`src/rtl/la_capture_readout_if.sv`:
```
// Read-port and byte-stream bundle between the capture readout, the capture core and the link TX.
// master: readout side; slave: core/sink side.
interface la_capture_readout_if #(
  parameter int unsigned DATA_WIDTH = 128,
  parameter int unsigned ADDR_WIDTH = 9
);
  logic [ADDR_WIDTH-1:0] read_addr;
  logic [DATA_WIDTH-1:0] read_data;
  logic [7:0]            tx_data;
  logic                  tx_valid;
  logic                  tx_ready;

  modport master (
    output read_addr,
    output tx_data,
    output tx_valid,
    input  read_data,
    input  tx_ready
  );

  modport slave (
    input  read_addr,
    input  tx_data,
    input  tx_valid,
    output read_data,
    output tx_ready
  );
endinterface

```
`src/rtl/la_capture_readout.sv`:
```
// Walks the halted capture ring buffer oldest-first and streams it as a framed byte dump:
// header byte, all samples MSB-first, then an XOR checksum of the sample bytes.
module la_capture_readout #(
  parameter int unsigned DATA_WIDTH   = 128,
  parameter int unsigned ADDR_WIDTH   = 9,
  parameter int unsigned READ_LATENCY = 1,
  parameter logic [7:0]  HEADER_BYTE  = 8'hA5
) (
  input  logic                  clk,
  input  logic                  rst_n,
  input  logic                  start_i,
  input  logic                  capture_done_i,
  input  logic [ADDR_WIDTH-1:0] window_start_i,
  output logic                  busy_o,
  output logic                  done_o,
  la_capture_readout_if.master  bus_if
);

  localparam int unsigned BytesPerWord = DATA_WIDTH / 8;
  localparam int unsigned ByteCntW     = (BytesPerWord > 1) ? $clog2(BytesPerWord) : 1;
  localparam int unsigned LastWord     = (2 ** ADDR_WIDTH) - 1;

  typedef enum logic [2:0] {
    StIdle,
    StHeader,
    StAddr,
    StWait,
    StSend,
    StTrailer
  } state_e;

  state_e                  state_q, state_d;
  logic [ADDR_WIDTH-1:0]   read_addr_q, read_addr_d;
  logic [ADDR_WIDTH:0]     word_idx_q, word_idx_d;
  logic [ByteCntW-1:0]     byte_cnt_q, byte_cnt_d;
  logic [2:0]              wait_cnt_q, wait_cnt_d;
  logic [DATA_WIDTH-1:0]   shreg_q, shreg_d;
  logic [7:0]              csum_q, csum_d;
  logic                    busy_q, busy_d;
  logic                    done_q, done_d;
  logic [7:0]              tx_data;
  logic                    tx_valid;

  always_ff @(posedge clk or negedge rst_n) begin
    if (!rst_n) begin
      state_q     <= StIdle;
      read_addr_q <= '0;
      word_idx_q  <= '0;
      byte_cnt_q  <= '0;
      wait_cnt_q  <= '0;
      shreg_q     <= '0;
      csum_q      <= '0;
      busy_q      <= 1'b0;
      done_q      <= 1'b0;
    end else begin
      state_q     <= state_d;
      read_addr_q <= read_addr_d;
      word_idx_q  <= word_idx_d;
      byte_cnt_q  <= byte_cnt_d;
      wait_cnt_q  <= wait_cnt_d;
      shreg_q     <= shreg_d;
      csum_q      <= csum_d;
      busy_q      <= busy_d;
      done_q      <= done_d;
    end
  end

  always_comb begin
    state_d     = state_q;
    read_addr_d = read_addr_q;
    word_idx_d  = word_idx_q;
    byte_cnt_d  = byte_cnt_q;
    wait_cnt_d  = wait_cnt_q;
    shreg_d     = shreg_q;
    csum_d      = csum_q;
    busy_d      = busy_q;
    done_d      = 1'b0;
    tx_data     = 8'h00;
    tx_valid    = 1'b0;

    unique case (state_q)
      StIdle: begin
        // The done cycle still belongs to the finished dump, so a start landing on it is dropped.
        if (start_i && capture_done_i && !done_q) begin
          read_addr_d = window_start_i;
          word_idx_d  = '0;
          byte_cnt_d  = '0;
          csum_d      = 8'h00;
          busy_d      = 1'b1;
          state_d     = StHeader;
        end
      end

      StHeader: begin
        tx_valid = 1'b1;
        tx_data  = HEADER_BYTE;
        if (bus_if.tx_ready) begin
          state_d = StAddr;
        end
      end

      StAddr: begin
        wait_cnt_d = 3'(READ_LATENCY);
        state_d    = StWait;
      end

      StWait: begin
        wait_cnt_d = wait_cnt_q - 3'd1;
        if (wait_cnt_q == 3'd1) begin
          shreg_d = bus_if.read_data;
          state_d = StSend;
        end
      end

      StSend: begin
        tx_valid = 1'b1;
        tx_data  = shreg_q[DATA_WIDTH-1 -: 8];
        if (bus_if.tx_ready) begin
          csum_d  = csum_q ^ tx_data;
          shreg_d = shreg_q << 8;
          if (byte_cnt_q == ByteCntW'(BytesPerWord - 1)) begin
            byte_cnt_d = '0;
            if (word_idx_q == (ADDR_WIDTH + 1)'(LastWord)) begin
              state_d = StTrailer;
            end else begin
              // Running pointer equals window start + word index, wrapping at the buffer end.
              word_idx_d  = word_idx_q + 1'b1;
              read_addr_d = read_addr_q + 1'b1;
              state_d     = StAddr;
            end
          end else begin
            byte_cnt_d = byte_cnt_q + 1'b1;
          end
        end
      end

      StTrailer: begin
        tx_valid = 1'b1;
        tx_data  = csum_q;
        if (bus_if.tx_ready) begin
          done_d  = 1'b1;
          busy_d  = 1'b0;
          state_d = StIdle;
        end
      end

      default: begin
        state_d = StIdle;
      end
    endcase
  end

  assign bus_if.read_addr = read_addr_q;
  assign bus_if.tx_data   = tx_data;
  assign bus_if.tx_valid  = tx_valid;
  assign busy_o           = busy_q;
  assign done_o           = done_q;

endmodule

```
`src/flat_wrapper.sv`:
```
// flat-port wrapper written by rule: the top's interface ports become plain ports
module la_capture_readout_flat 
#(
  parameter int unsigned DATA_WIDTH   = 128,
  parameter int unsigned ADDR_WIDTH   = 9,
  parameter int unsigned READ_LATENCY = 1,
  parameter logic [7:0]  HEADER_BYTE  = 8'hA5
)
  (clk, rst_n, start_i, capture_done_i, window_start_i, busy_o, done_o, bus_if_read_addr, bus_if_tx_data, bus_if_tx_valid, bus_if_read_data, bus_if_tx_ready);
  la_capture_readout_if #(.DATA_WIDTH(DATA_WIDTH), .ADDR_WIDTH(ADDR_WIDTH)) bus_if_i ();
  input  logic clk;
  input  logic rst_n;
  input  logic start_i;
  input  logic capture_done_i;
  input  logic [ADDR_WIDTH-1:0] window_start_i;
  output logic busy_o;
  output logic done_o;
  output wire logic [$bits(bus_if_i.read_addr)-1:0] bus_if_read_addr;
  output wire logic [$bits(bus_if_i.tx_data)-1:0] bus_if_tx_data;
  output wire logic [$bits(bus_if_i.tx_valid)-1:0] bus_if_tx_valid;
  input wire logic [$bits(bus_if_i.read_data)-1:0] bus_if_read_data;
  input wire logic [$bits(bus_if_i.tx_ready)-1:0] bus_if_tx_ready;
  assign bus_if_read_addr = bus_if_i.read_addr;
  assign bus_if_tx_data = bus_if_i.tx_data;
  assign bus_if_tx_valid = bus_if_i.tx_valid;
  assign bus_if_i.read_data = bus_if_read_data;
  assign bus_if_i.tx_ready = bus_if_tx_ready;
  la_capture_readout #(.DATA_WIDTH(DATA_WIDTH), .ADDR_WIDTH(ADDR_WIDTH), .READ_LATENCY(READ_LATENCY), .HEADER_BYTE(HEADER_BYTE)) u_core (.clk(clk), .rst_n(rst_n), .start_i(start_i), .capture_done_i(capture_done_i), .window_start_i(window_start_i), .busy_o(busy_o), .done_o(done_o), .bus_if(bus_if_i));
endmodule
```
`config.mk`:
```
export PLATFORM = sky130hd
export DESIGN_NAME = la_capture_readout_flat
export DESIGN_NICKNAME = d
export VERILOG_FILES = /design/src/rtl/la_capture_readout_if.sv /design/src/rtl/la_capture_readout.sv /design/src/flat_wrapper.sv
export SDC_FILE = /design/constraint.sdc
export NUM_CORES = 1
export LEC_CHECK = 0
export ABC_AREA = 0
export CORE_MARGIN = 2
export CORE_UTILIZATION = 54
export CTS_BUF_LIST = sky130_fd_sc_hd__clkbuf_8
export CTS_CLUSTER_SIZE = 14
export DETAILED_ROUTE_END_ITERATION = 6
export PLACE_DENSITY_LB_ADDON = 0.25
export SYNTH_ARGS = -nofsm -noshare
export SYNTH_HDL_FRONTEND = slang
export SYNTH_SLANG_ARGS = --single-unit
```
`constraint.sdc`:
```
create_clock -name clk -period 2.45 [get_ports clk]
set_input_delay 0.735 -clock clk [delete_from_list [all_inputs] [get_ports clk]]
set_output_delay 0.735 -clock clk [all_outputs]
set_load 0.02 [all_outputs]
```
==> out/metrics.json <==
{
  "global_route_wire_length_before_repair_microns": 30750,
  "synth_top_area_cell": "dfrtp_1",
  "chipHeight_microns": 126.9,
  "globalplace.congestion": 0.8147,
  "holdCritPathClass": "input port to asynchronous set/reset pin",
  "first_global_vias": 6463,
  "final_antenna_net_count": 0,
  "tritoncts_num_sinks": 167,
  "clockRootBuffer": "clkbuf_8",
  "antenna_cells": 0,
  "r2r_slack_ns": 0.43,
  "drc_errors": 0,
  "areaGrowthSynthToFinish_pct": 28.32,
  "via_count": 6421,
  "r2r-end": "u_core.shreg_q[62]",
  "drt-vias-per-instance": 5.497,
  "share_comb_of_total_power": 0.357,
  "num-nets-final": 1118,
  "wire_per_inst_microns": 15.82,
  "power.static_leakage_nw": 4.420,
  "synthArstFlopShare": 1.000,
  "synth_top_cell_area_share": 0.5126,
  "standard_cell_core_area_sq_um": 14640,
  "max_slew_margin": 0.6951,
  "worstRegToRegCells": 7,
  "synthFlopType": "dfrtp_1",
  "dpl_cell_area_sq_um": 10060,
  "nFillCells": 1115,
  "seq_power_share": 0.445,
  "worst_ep_arrival_time_ns": 1.62,
  "cp.required_ns": 1.71,
  "postCtsSetupRepairBufs": 0,
  "maximum_fanout_encountered_on_the_critical_timing_path": 10,
  "drt_pass1_iterations": 5,
  "ctsHtreeMaxLevel": 4,
  "max-cap-violations": 0,
  "share_clk_of_total_power": 0.198,
  "num_io_pins": 162,
  "critical_path.startpoint": "u_core.state_q[2]",
  "place.detailed.hpwl_microns": 13280,
  "antenna_found_initial": 0,
  "seq_area_frac_synth": 0.5126,
  "clock_path_buffers": 2,
  "sw_frac_of_total": 0.3666,
  "finalWorstPathRequiredPeriod_ns": 2.358,
  "synth_edf_count": 0,
  "drive_above_1_share": 0.07520,
  "syn_area_sq_um": 8153,
  "clk_pin_slew_worst_paths_ns": 0.09,
  "yosys_register_bits": 167,
  "startpoint_type": "flop",
  "cell_types_with_the_highest_counts_after_synthesis": "dfrtp_1, nand2_1, o21ai_0",
  "crit_end": "bus_if_tx_data[6]",
  "maximum_clock_rate_mhz": 424.1,
  "placed_cells": 1136,
  "overflow": 0,
  "placement.io_buffers": 161,
  "unique_cell_type_count_in_the_yosys_netlist": 50,
  "final-setup-viol-count": 0,
  "intPower_mw": 6.533,
  "synth_area_per_cell_sq_um": 9.906,
  "timing.final.crit_share": 0.9625,
  "synth_cells": 823,
  "timing.setup.critical_path_class": "flop to output pin",
  "ir_worst_vdd_uv": 517.5,
  "switchingPower_mw": 3.781,
  "worst_skew_pair.late_latency_ns": 0.45,
  "grt_setup_unrepaired": "no",
  "fp.dieArea_sq_um": 16100,
  "final_hold_viol_count": 0,
  "drt-initial-drc-count": 441,
  "initial_core_util": 0.5567,
  "netlist_top_cells_area": "dfrtp_1, mux2i_1, o21ai_0",
  "finalInstanceArea_sq_um": 10460,
  "synth.yosys.warnings": 0,
  "timing.final.max_slew_violations": 0,
  "worstSetupEndpointType": "output pin",
  "pwr_density_cell_nw_per_um2": 985.9,
  "drt_total_wl_microns": 18480,
  "cts_tree": "done",
  "power_mw": 10.31,
  "setup_tns_final_ns": 0,
  "track_usage": 0.2403,
  "r2r-start": "u_core.state_q[1]",
  "fin_cells": 1168,
  "pin_count_of_the_biggest_net_entering_global_routing": 109,
  "run_status": "finished clean",
  "die_x_microns": 126.9,
  "tightestPinTransition_ns": 0.4458,
  "post-synth-top-count-cell": "dfrtp_1",
  "final_worst_clock_skew_ns": 0.01084,
  "syn-num-nets": 970,
  "rows": 44,
  "cts-buffers-inserted": 17
}
==> critical path, stage by stage (launching register included) <==
cell and delay (ns):
dfrtp_1 0.37, buf_4 0.17, nand2b_1 0.16, nor2_1 0.13
dlygate4sd2_1 0.34
==> power by group through the flow <==
| stage | Sequential, mW | Clock [mW] | Combinational (mW) |
|---|---|---|---|
| 3_3_place_gp | 4.59 | 0 | 3.62 |
| 2_1_floorplan | 4.51 | 0 | 2.46 |
| 4_1_cts | 4.58 | 2.09 | 3.72 |
| 6_report | 4.59 | 2.05 | 3.68 |
| 3_5_place_dp | 4.62 | 0 | 3.77 |
| 5_1_grt | 4.72 | 2.21 | 4.19 |
==> area by class of cell <==
class / count / area (sq um) / share of cell area
tap: 184 / 230.2 / 0.02201
sequential: 167 / 4179 / 0.3995
inverter: 13 / 48.80 / 0.004665
multi-input combinational: 581 / 3618 / 0.3459
clock inverter: 14 / 163.9 / 0.01567
timing repair buffer: 191 / 1973 / 0.1886
clock buffer: 18 / 247.7 / 0.02368
==> cell usage in the layout (no fill, tap or decap), types with 10 or more instances in the layout <==
master / n
buf_12: 12
nand3_1: 10
a21oi_1: 22
or3_1: 10
o21ai_0: 143
o31ai_1: 13
buf_4: 18
o21ai_1: 14
mux2i_1: 125
inv_1: 12
dfrtp_1: 167
clkdlybuf4s50_1: 151
clkbuf_8: 18
nand2_1: 154
nor2_1: 13
==> stage by stage <==
| stage | util | hold WS [ns] | setup slack (ns) |
|---|---|---|---|
| 6_report | 0.7144 | 0.1200 | 0.09181 |
| 5_1_grt | 0.7144 | 0.09547 | 0.0003921 |
| 4_1_cts | 0.7146 | 0.09865 | 0.01283 |
| 3_5_place_dp | 0.6871 | 0.4699 | 0.09541 |
| 3_3_place_gp | 0.6871 | 0.4595 | 0.1447 |
| 2_1_floorplan | - | 0.4394 | 0.2718 |
==> registers in the layout, indices dropped and copies added (netlist names) <==
name	cells
u_core.byte_cnt_q	4
u_core.wait_cnt_q	3
u_core.word_idx_q	10
u_core.csum_q	8
u_core.busy_o	1
u_core.state_q	3
u_core.shreg_q	128
u_core.bus_if.read_addr	9
u_core.done_o	1
==> layer usage <==
| layer | track usage | vias up | routed length [microns] |
|---|---|---|---|
| met2 | 0.4086 | 156 | 9255 |
| li1 | - | 3194 | - |
| met3 | 0.05652 | 25 | 840 |
| met1 | 0.3087 | 3046 | 8088 |
| met4 | 0.07046 | 0 | 298 |
| met5 | 0 | - | 0 |
==> worst min-delay path by stage <==
stage | start | endpoint | slack [ns]
final | rst_n | u_core.shreg_q[119] | 0.12
after global routing | rst_n | u_core.csum_q[6] | 0.1
after CTS | rst_n | u_core.shreg_q[119] | 0.1
after detailed placement | u_core.shreg_q[82] | u_core.shreg_q[82] | 0.47
after global placement | u_core.shreg_q[71] | u_core.shreg_q[71] | 0.46
after floorplan | rst_n | u_core.bus_if.read_addr[0] | 0.44
==> cell families (layout without fill, tap and decap cells) <==
logic type | count (synthesis) | after routing | synth area share
buffers and inverters | 75 | 236 | 0.04696
adder cells (fa/ha/maj) | 5 | 5 | 0.007673
flip-flops | 167 | 167 | 0.5126
AO/OA/AOI/OAI | 223 | 223 | 0.1533
AND/OR/NAND/NOR | 227 | 227 | 0.1246
multiplexers | 126 | 126 | 0.1548
==> what timing repair did <==
item | in CTS | in global routing
endpoints found under the setup margin | 9 | 4
gates resized for setup | 10 | 8
hold buffers | 0 | 0
endpoints found under the hold margin | 0 | 0
Note: power is estimated with default switching activity, not from simulation.
